[src/rtl/token_err_pkg.sv]
// ============================================================================
// Module  : token_err_pkg
// Brief   : Shared types and constants for the token error scheduler:
//           FSM state encoding, dual-rail error codes, delay-counter width.
// Revision: 1.0 - initial release
// ============================================================================
`default_nettype none

package token_err_pkg;

  // Width of the shared EVAL/EXTEND down-counter (covers delays 1..15)
  localparam int DLY_CNT_W = 4;

  // Scheduler states
  typedef enum logic [2:0] {
    ST_IDLE   = 3'd0,
    ST_LATCH  = 3'd1,
    ST_EVAL   = 3'd2,
    ST_SAMPLE = 3'd3,
    ST_EXTEND = 3'd4,
    ST_SEND   = 3'd5,
    ST_RTZ    = 3'd6
  } state_t;

  // Dual-rail error detector codes, ordered {Err1, Err0}
  localparam logic [1:0] RAIL_NULL = 2'b00;
  localparam logic [1:0] RAIL_OK   = 2'b01;
  localparam logic [1:0] RAIL_ERR  = 2'b10;
  localparam logic [1:0] RAIL_ILL  = 2'b11;

endpackage

`default_nettype wire

[src/rtl/err_sat_counter.sv]
// ============================================================================
// Module  : err_sat_counter
// Brief   : CNT_W-bit saturating incrementer with synchronous clear. Holds at
//           all-ones once reached.
// Revision: 1.0 - initial release
// ============================================================================
`default_nettype none

module err_sat_counter
  import token_err_pkg::*;
#(
  parameter int CNT_W = 8
) (
  input  logic             clk,
  input  logic             clr,
  input  logic             inc,
  output logic [CNT_W-1:0] count
);

  // Count increment requests, stopping at the maximum value
  always_ff @(posedge clk) begin
    if (clr) begin
      count <= '0;
    end else if (inc && (count != {CNT_W{1'b1}})) begin
      count <= count + CNT_W'(1);
    end
  end

endmodule

`default_nettype wire

[src/rtl/token_err_sched.sv]
// ============================================================================
// Module  : token_err_sched
// Brief   : Clocked sequencer for one timing-resilient pipeline stage. Accepts
//           a token on a 4-phase left handshake, pulses latch_en, waits
//           DELAY_CYC cycles, samples the dual-rail error detector, adds
//           EXTRA_CYC recovery cycles on error, then releases the token on a
//           4-phase right handshake.
//           Optional feature macro: ERR_STATS_EN adds the err_count port and
//           its saturating counter.
// Revision: 1.0 - initial release
// ============================================================================
`default_nettype none

module token_err_sched
  import token_err_pkg::*;
#(
  parameter int DELAY_CYC = 4,
  parameter int EXTRA_CYC = 2,
  parameter int CNT_W     = 8
) (
  input  logic             clk,
  input  logic             rst,
  input  logic             Lreq,
  output logic             Lack,
  output logic             Rreq,
  input  logic             Rack,
  output logic             latch_en,
  output logic             sample,
  input  logic             Err1,
  input  logic             Err0,
  output logic             timing_err,
  output logic             protocol_err,
  output logic             busy
`ifdef ERR_STATS_EN
  ,
  output logic [CNT_W-1:0] err_count
`endif
);

  // Counter load values; loads are one less than the cycle counts
  localparam logic [DLY_CNT_W-1:0] DLY_LOAD = DLY_CNT_W'(DELAY_CYC - 1);
  localparam logic [DLY_CNT_W-1:0] EXT_LOAD = DLY_CNT_W'(EXTRA_CYC - 1);

  // Reject out-of-range configurations at elaboration
  if ((DELAY_CYC < 1) || (DELAY_CYC > 15) || (EXTRA_CYC < 1) ||
      (EXTRA_CYC > 15) || (CNT_W < 1)) begin : g_param_check
    $error("token_err_sched: parameter out of legal range");
  end

  state_t               state;
  logic [DLY_CNT_W-1:0] cnt;
  logic [1:0]           rails;

  assign rails = {Err1, Err0};

  // Main sequencer: state, delay counter and all handshake/strobe outputs.
  // EVAL runs DELAY_CYC-1 cycles after LATCH so sample rises DELAY_CYC
  // cycles after latch_en; EXTEND runs the full EXTRA_CYC cycles.
  always_ff @(posedge clk) begin
    if (rst) begin
      state        <= ST_IDLE;
      cnt          <= '0;
      Rreq         <= 1'b0;
      latch_en     <= 1'b0;
      sample       <= 1'b0;
      timing_err   <= 1'b0;
      protocol_err <= 1'b0;
      busy         <= 1'b0;
    end else begin
      latch_en   <= 1'b0;
      timing_err <= 1'b0;
      case (state)
        ST_IDLE: begin
          if (Lreq && !Lack) begin
            state    <= ST_LATCH;
            latch_en <= 1'b1;
            busy     <= 1'b1;
          end
        end
        ST_LATCH: begin
          cnt <= DLY_LOAD;
          if (DLY_LOAD == '0) begin
            state  <= ST_SAMPLE;
            sample <= 1'b1;
          end else begin
            state <= ST_EVAL;
          end
        end
        ST_EVAL: begin
          cnt <= cnt - DLY_CNT_W'(1);
          if (cnt == DLY_CNT_W'(1)) begin
            state  <= ST_SAMPLE;
            sample <= 1'b1;
          end
        end
        ST_SAMPLE: begin
          case (rails)
            RAIL_OK: begin
              sample <= 1'b0;
              Rreq   <= 1'b1;
              state  <= ST_SEND;
            end
            RAIL_ERR, RAIL_ILL: begin
              sample     <= 1'b0;
              timing_err <= 1'b1;
              cnt        <= EXT_LOAD;
              state      <= ST_EXTEND;
              if (rails == RAIL_ILL) begin
                protocol_err <= 1'b1;
              end
            end
            default: ;
          endcase
        end
        ST_EXTEND: begin
          if (cnt == '0) begin
            state <= ST_SEND;
            Rreq  <= 1'b1;
          end else begin
            cnt <= cnt - DLY_CNT_W'(1);
          end
        end
        ST_SEND: begin
          if (Rack) begin
            Rreq  <= 1'b0;
            state <= ST_RTZ;
          end
        end
        ST_RTZ: begin
          if (!Rack && (rails == RAIL_NULL)) begin
            state <= ST_IDLE;
            busy  <= 1'b0;
          end
        end
        default: begin
          state <= ST_IDLE;
          busy  <= 1'b0;
        end
      endcase
    end
  end

  // Left acknowledge: raised on token acceptance, dropped once Lreq returns
  // to zero, independent of how far the token has progressed downstream
  always_ff @(posedge clk) begin
    if (rst) begin
      Lack <= 1'b0;
    end else if ((state == ST_IDLE) && Lreq && !Lack) begin
      Lack <= 1'b1;
    end else if (Lack && !Lreq) begin
      Lack <= 1'b0;
    end
  end

`ifdef ERR_STATS_EN
  logic err_hit;

  // Count on the same edge that raises timing_err so both agree in a cycle
  assign err_hit = (state == ST_SAMPLE) && rails[1];

  err_sat_counter #(
    .CNT_W (CNT_W)
  ) u_err_cnt (
    .clk   (clk),
    .clr   (rst),
    .inc   (err_hit),
    .count (err_count)
  );
`endif

endmodule

`default_nettype wire

[config.mk]
export PLATFORM = sky130hd
export DESIGN_NAME = token_err_sched
export DESIGN_NICKNAME = d
export VERILOG_FILES = /design/src/rtl/token_err_pkg.sv /design/src/rtl/err_sat_counter.sv /design/src/rtl/token_err_sched.sv
export SDC_FILE = /design/constraint.sdc
export NUM_CORES = 1
export LEC_CHECK = 0
export BUFFER_PORTS_ARGS = -buffer_cell sky130_fd_sc_hd__buf_2
export CAP_MARGIN = 25
export CORE_UTILIZATION = 45
export DETAILED_ROUTE_END_ITERATION = 16
export GPL_TIMING_DRIVEN = 0
export PLACE_DENSITY_LB_ADDON = 0.15
export SLEW_MARGIN = 15
export SYNTH_ARGS = -nofsm -noshare
export SYNTH_HDL_FRONTEND = slang
export SYNTH_SLANG_ARGS = --single-unit
[constraint.sdc]
create_clock -name clk -period 1.45 [get_ports clk]
set_input_delay 0.0725 -clock clk [delete_from_list [all_inputs] [get_ports clk]]
set_output_delay 0.0725 -clock clk [all_outputs]
set_load 0.005 [all_outputs]
# Word level (Yosys, flattened, before mapping)

Index checks and enable logic that the tools add are counted.

Input bits: 6
Logic and storage cells: 83
Output and inout bits: 7
Bits in registers: 14

Bitwise gates (word level): 3
Multiplexer cells: 24
Reduce and logical (&&, ||, !) cells: 26
Equal/unequal tests: 20
Add/sub/neg operators: 1

Operator list:

| kind                  | count |
|---|---|
| $pmux W3 S7           | 1 |
| $ne A2 B2 Y1 const B  | 8 |
| $pmux W4 S4           | 1 |
| $mux W3               | 5 |
| $reduce_and A3 Y1     | 4 |
| $mux W1               | 11 |
| $eq A3 B3 Y1 const B  | 3 |
| $mux W4               | 2 |
| $eq A3 B2 Y1 const B  | 2 |
| $pmux W1 S3           | 2 |
| $pmux W3 S2           | 1 |
| $reduce_and A6 Y1     | 1 |
| $reduce_or A2 Y1      | 3 |
| $logic_and A1 B1 Y1   | 5 |
| $reduce_or A5 Y1      | 1 |
| $eq A2 B2 Y1 const B  | 2 |
| $eq A4 B1 Y1 const B  | 1 |
| $logic_not A4 Y1      | 1 |
| $reduce_and A4 Y1     | 1 |
| $reduce_bool A2 Y1    | 2 |
| $reduce_bool A4 Y1    | 1 |
| $sub A4 B1 Y4 const B | 1 |
| $eq A3 B1 Y1 const B  | 1 |
| $logic_not A1 Y1      | 3 |
| 9 further kinds       | 11 |

# Longest topological paths before layout

Word-level depth: 4
Mapped depth: 6

# Worst setup path before layout

Ideal clock, no wire load.

Kind: flip-flop to flip-flop
Start: register cnt[0]
End: register state[0]
Required time: 1.391 ns
Data arrival time: 1.445 ns
Buffers on the path: 0
Slack: -0.054 ns
Library setup time: 0.059 ns
Stages on the path, launching flop included: 7
Cell sequence: dfxtp_1 -> inv_1 -> ha_1 -> nor3b_1 -> a211o_1 -> a311oi_1 -> a41o_1

Word-level cells in the longest chain between the ends: 3
Elaborated cells on any way between the ends: 5
Those cells by class: 3 x eq/ne; 2 x reduce/logical

Ends and longest elaborated chain:

| item                                                    | RTL line                                      | text |
|---|---|---|
| start: declaration                                      | token_err_sched.sv:51                         | `logic [DLY_CNT_W-1:0] cnt;` |
| start signal: assignment                                | token_err_sched.sv:90                         | `cnt <= cnt - DLY_CNT_W'(1);` |
| start signal: assignment                                | token_err_sched.sv:120                        | `cnt <= cnt - DLY_CNT_W'(1);` |
| $eq A4 B1 Y1 / $logic_not A4 Y1 (equally long branches) | token_err_sched.sv:91, token_err_sched.sv:116 |  |
| $ne A2 B2 Y1 (no source line)                           | -                                             |  |
| $reduce_and A6 Y1 (no source line) (*)                  | -                                             |  |
| end signal: assignment                                  | token_err_sched.sv:86                         | `state <= ST_EVAL;` |
| end signal: assignment                                  | token_err_sched.sv:92                         | `state <= ST_SAMPLE;` |
| end signal: assignment                                  | token_err_sched.sv:101                        | `state <= ST_SEND;` |
| end: declaration                                        | token_err_sched.sv:50                         | `state_t state;` |

Mark *: on every way between the ends. The rest lies on a longest branch, timed or not.
A chain may end at the register's enable or synchronous reset.

# Worst setup path in the final report

Same ends and word-level chain as after synthesis.

==> impl_results.md <==
- Yosys cell types: 39
- CTS max path bufs: 2
- CTS tree: done
- Final Worst Setup Slack: -0.113 ns
- Fillers: 110
- Sink Count: 14
- Final Critical Period: 1.56 ns
- Number of diodes: 0
- Area grow syn2layout: 42.0%
- GPL Wtd Cong: 0.879
- Status: complete, but fails checks
- Grt ovf: 0
- Num CTS Buffers: 3
- Most common cell after layout, fill and taps aside: buf_2
- Data required, critical path: 1.64 ns
- Critical Path End Type: flop
- Ports: 13
- Hold Vio Cnt, Final: 0
- Layout cells sized above 1: 0.418
- Kind of critical path: reg -> reg
- Routed WL: 2.21 mm
- Initial antenna violation count: 0
- Least-Margin Pin Slew: 0.534 ns
- Largest net degree at the start of global routing: 11
- Most frequent cells in the layout: buf_2 (13), buf_4 (12), dfxtp_1 (9), a21oi_1 (7)
- DRC viols: 0
- Root buffer cell: clkbuf_4
- Pre-Repair DR Iteration Count: 6
- Clock skew: 0.00260 ns
- Total track usage: 0.247
- Hpwl dp: 1.24 mm
- Detailed router's first-iteration violation count: 37
- Register area share after synthesis: 0.345
- Later-pin clock latency in the skew report: 0.29 ns
- Cell area after synthesis: 813 um2
- CP arrival: 1.76 ns
- Quantity of I/O buffers inserted on ports: 12
- Worst min path class: in -> reg
- Max-Cap Viols: 0
- RSZ-0062 raised after global routing: yes
- Routed via count: 887
- Cell Rows: 14
- First-pass GRT wire length: 3.56 mm
- Leakage: 0.452 nW
- Antenna viol nets, final: 0
- Maximum VDD drop: 1.00 mV
- Vias in the first global route: 779
- FF-to-FF setup slack: -0.11 ns
- Final-report max-slew violation count: 0
- Final worst path period share: 1.08
- Die X-Extent: 44.5 um
- Post-DR wirelength/cell: 15.1 um
- Die area: 1980 um2
- Final TNS setup: -0.312 ns
- YS warnings: 0
- CP Max Fanout: 4
- Die Y: 44.5 um
- Startpoint type of the worst setup path: flop
- Mapped Cells: 95
- FMAX: 640 MHz
- Endpoints failing setup: 6
- Power density cells: 1970 nW/um2
- Max_slew headroom: 0.644
- Syn avg cell area: 8.56 um2
- Synth Net Count: 104
- Seq cells post-synth: 14
- Failing checks: setup timing
- Post-Place Cells: 131
- Non-filler instance count after layout: 146
- Routed vias/inst: 6.08
- Nets: 132
- CTS HTree Levels: 1
- Core Area: 1590 um2
- Initial Util: 0.510
- Clock slew at reported path FFs: 0.09 ns
## Yosys cell counts, drive strengths merged
cell type   n  share of area
nor4b       3          0.032
a41o        1          0.012
and3        1         0.0077
or3b        1          0.011
and2        1         0.0077
and3b       1          0.011
nor2b       3          0.023
o22ai       1         0.0077
o32ai       1          0.020
inv         8          0.037
o2111ai     1          0.011
a211o       1          0.011
o21ai       5          0.031
ha          3          0.046
a211oi      3          0.028
or3         2          0.022
nor3b       1         0.0092
a32oi       1          0.011
a311oi      1          0.011
nand4b      2          0.022
nor2        4          0.018
a21oi       7          0.043
a311o       1          0.012
nand2b      6          0.046
a221oi      1          0.011
o21a        1         0.0092
nor3        4          0.025
nand4       1         0.0077
o221ai      1          0.011
nand2       4          0.018
o32a        3          0.038
a31oi       2          0.015
buf         3          0.022
dfxtp      14           0.34
clkbuf      2         0.0092
## worst paths after layout
check,end,startpoint,depth (start not counted)
setup reg to reg,state[0],cnt[0],6
hold / removal,Lack,Lreq,3
setup / recovery,state[0],cnt[0],6
hold reg to reg,protocol_err,protocol_err,2
## layer usage
metal / part of all wire / vias to the layer above / GRT usage
li1: - / 411 / -
met1: 0.47 / 411 / 0.354
met2: 0.45 / 53 / 0.359
met3: 0.066 / 12 / 0.0408
met4: 0.021 / 0 / 0.115
met5: 0 / - / 0
## kinds of logic after synthesis
group | share of synthesized area
flops | 0.345
compound gates | 0.282
buf+inv | 0.0677
fa+ha+maj | 0.0462
simple gates | 0.260
## through the flow
step | cell area (um2) | hold slack [ns] | utilization | power (mW) | worst slack [ns]
floorplan | 818 | 0.164 | - | 1.21 | 0.0000659
global placement | 908 | 0.343 | 0.570 | 1.40 | -0.161
detailed placement | 908 | 0.343 | 0.570 | 1.41 | -0.165
CTS | 1110 | 0.0301 | 0.697 | 2.05 | -0.0574
global route | 1150 | 0.0366 | 0.724 | 2.41 | -0.152
finish | 1150 | 0.0350 | 0.724 | 2.27 | -0.113
## flip-flops by register name, indices dropped and copies added (netlist names)
| signal | cells |
|---|---|
| cnt | 4 |
| latch_en | 1 |
| Rreq | 1 |
| busy | 1 |
| timing_err | 1 |
| sample | 1 |
| protocol_err | 1 |
| Lack | 1 |
| state | 3 |
## area by class of cell
cell class	instances	area, um2	share of cell area
repair buffers	23	143	0.124
multi-input cells	68	587	0.508
clock buffers	4	36.3	0.0314
well taps	24	30.0	0.0260
flip-flops and latches	14	292	0.252
inverters	8	35.0	0.0303
plain buffers	5	32.5	0.0282
## worst max-delay path, cell delays in order (launching register included)
cell and delay, ns:
dfxtp_4 0.38, inv_4 0.06, ha_4 0.12, nor3b_4 0.30
a211o_1 0.26, a311oi_2 0.12, a41o_1 0.22
## power breakdown
group	switching (mW)	internal, mW	leakage [nW]
clock	0.148	0.153	0.0210
sequential	0.130	0.506	0.117
combinational	0.647	0.689	0.314
total	0.924	1.35	0.452
## timing repair
item                       in CTS  in global routing
hold buffers                    0                  0
setup endpoints to repair       7                  7
pin swaps                       8                  7
buffers inserted                8                  3
gates resized for setup        25                  3
(Power assumes the default switching activity.)
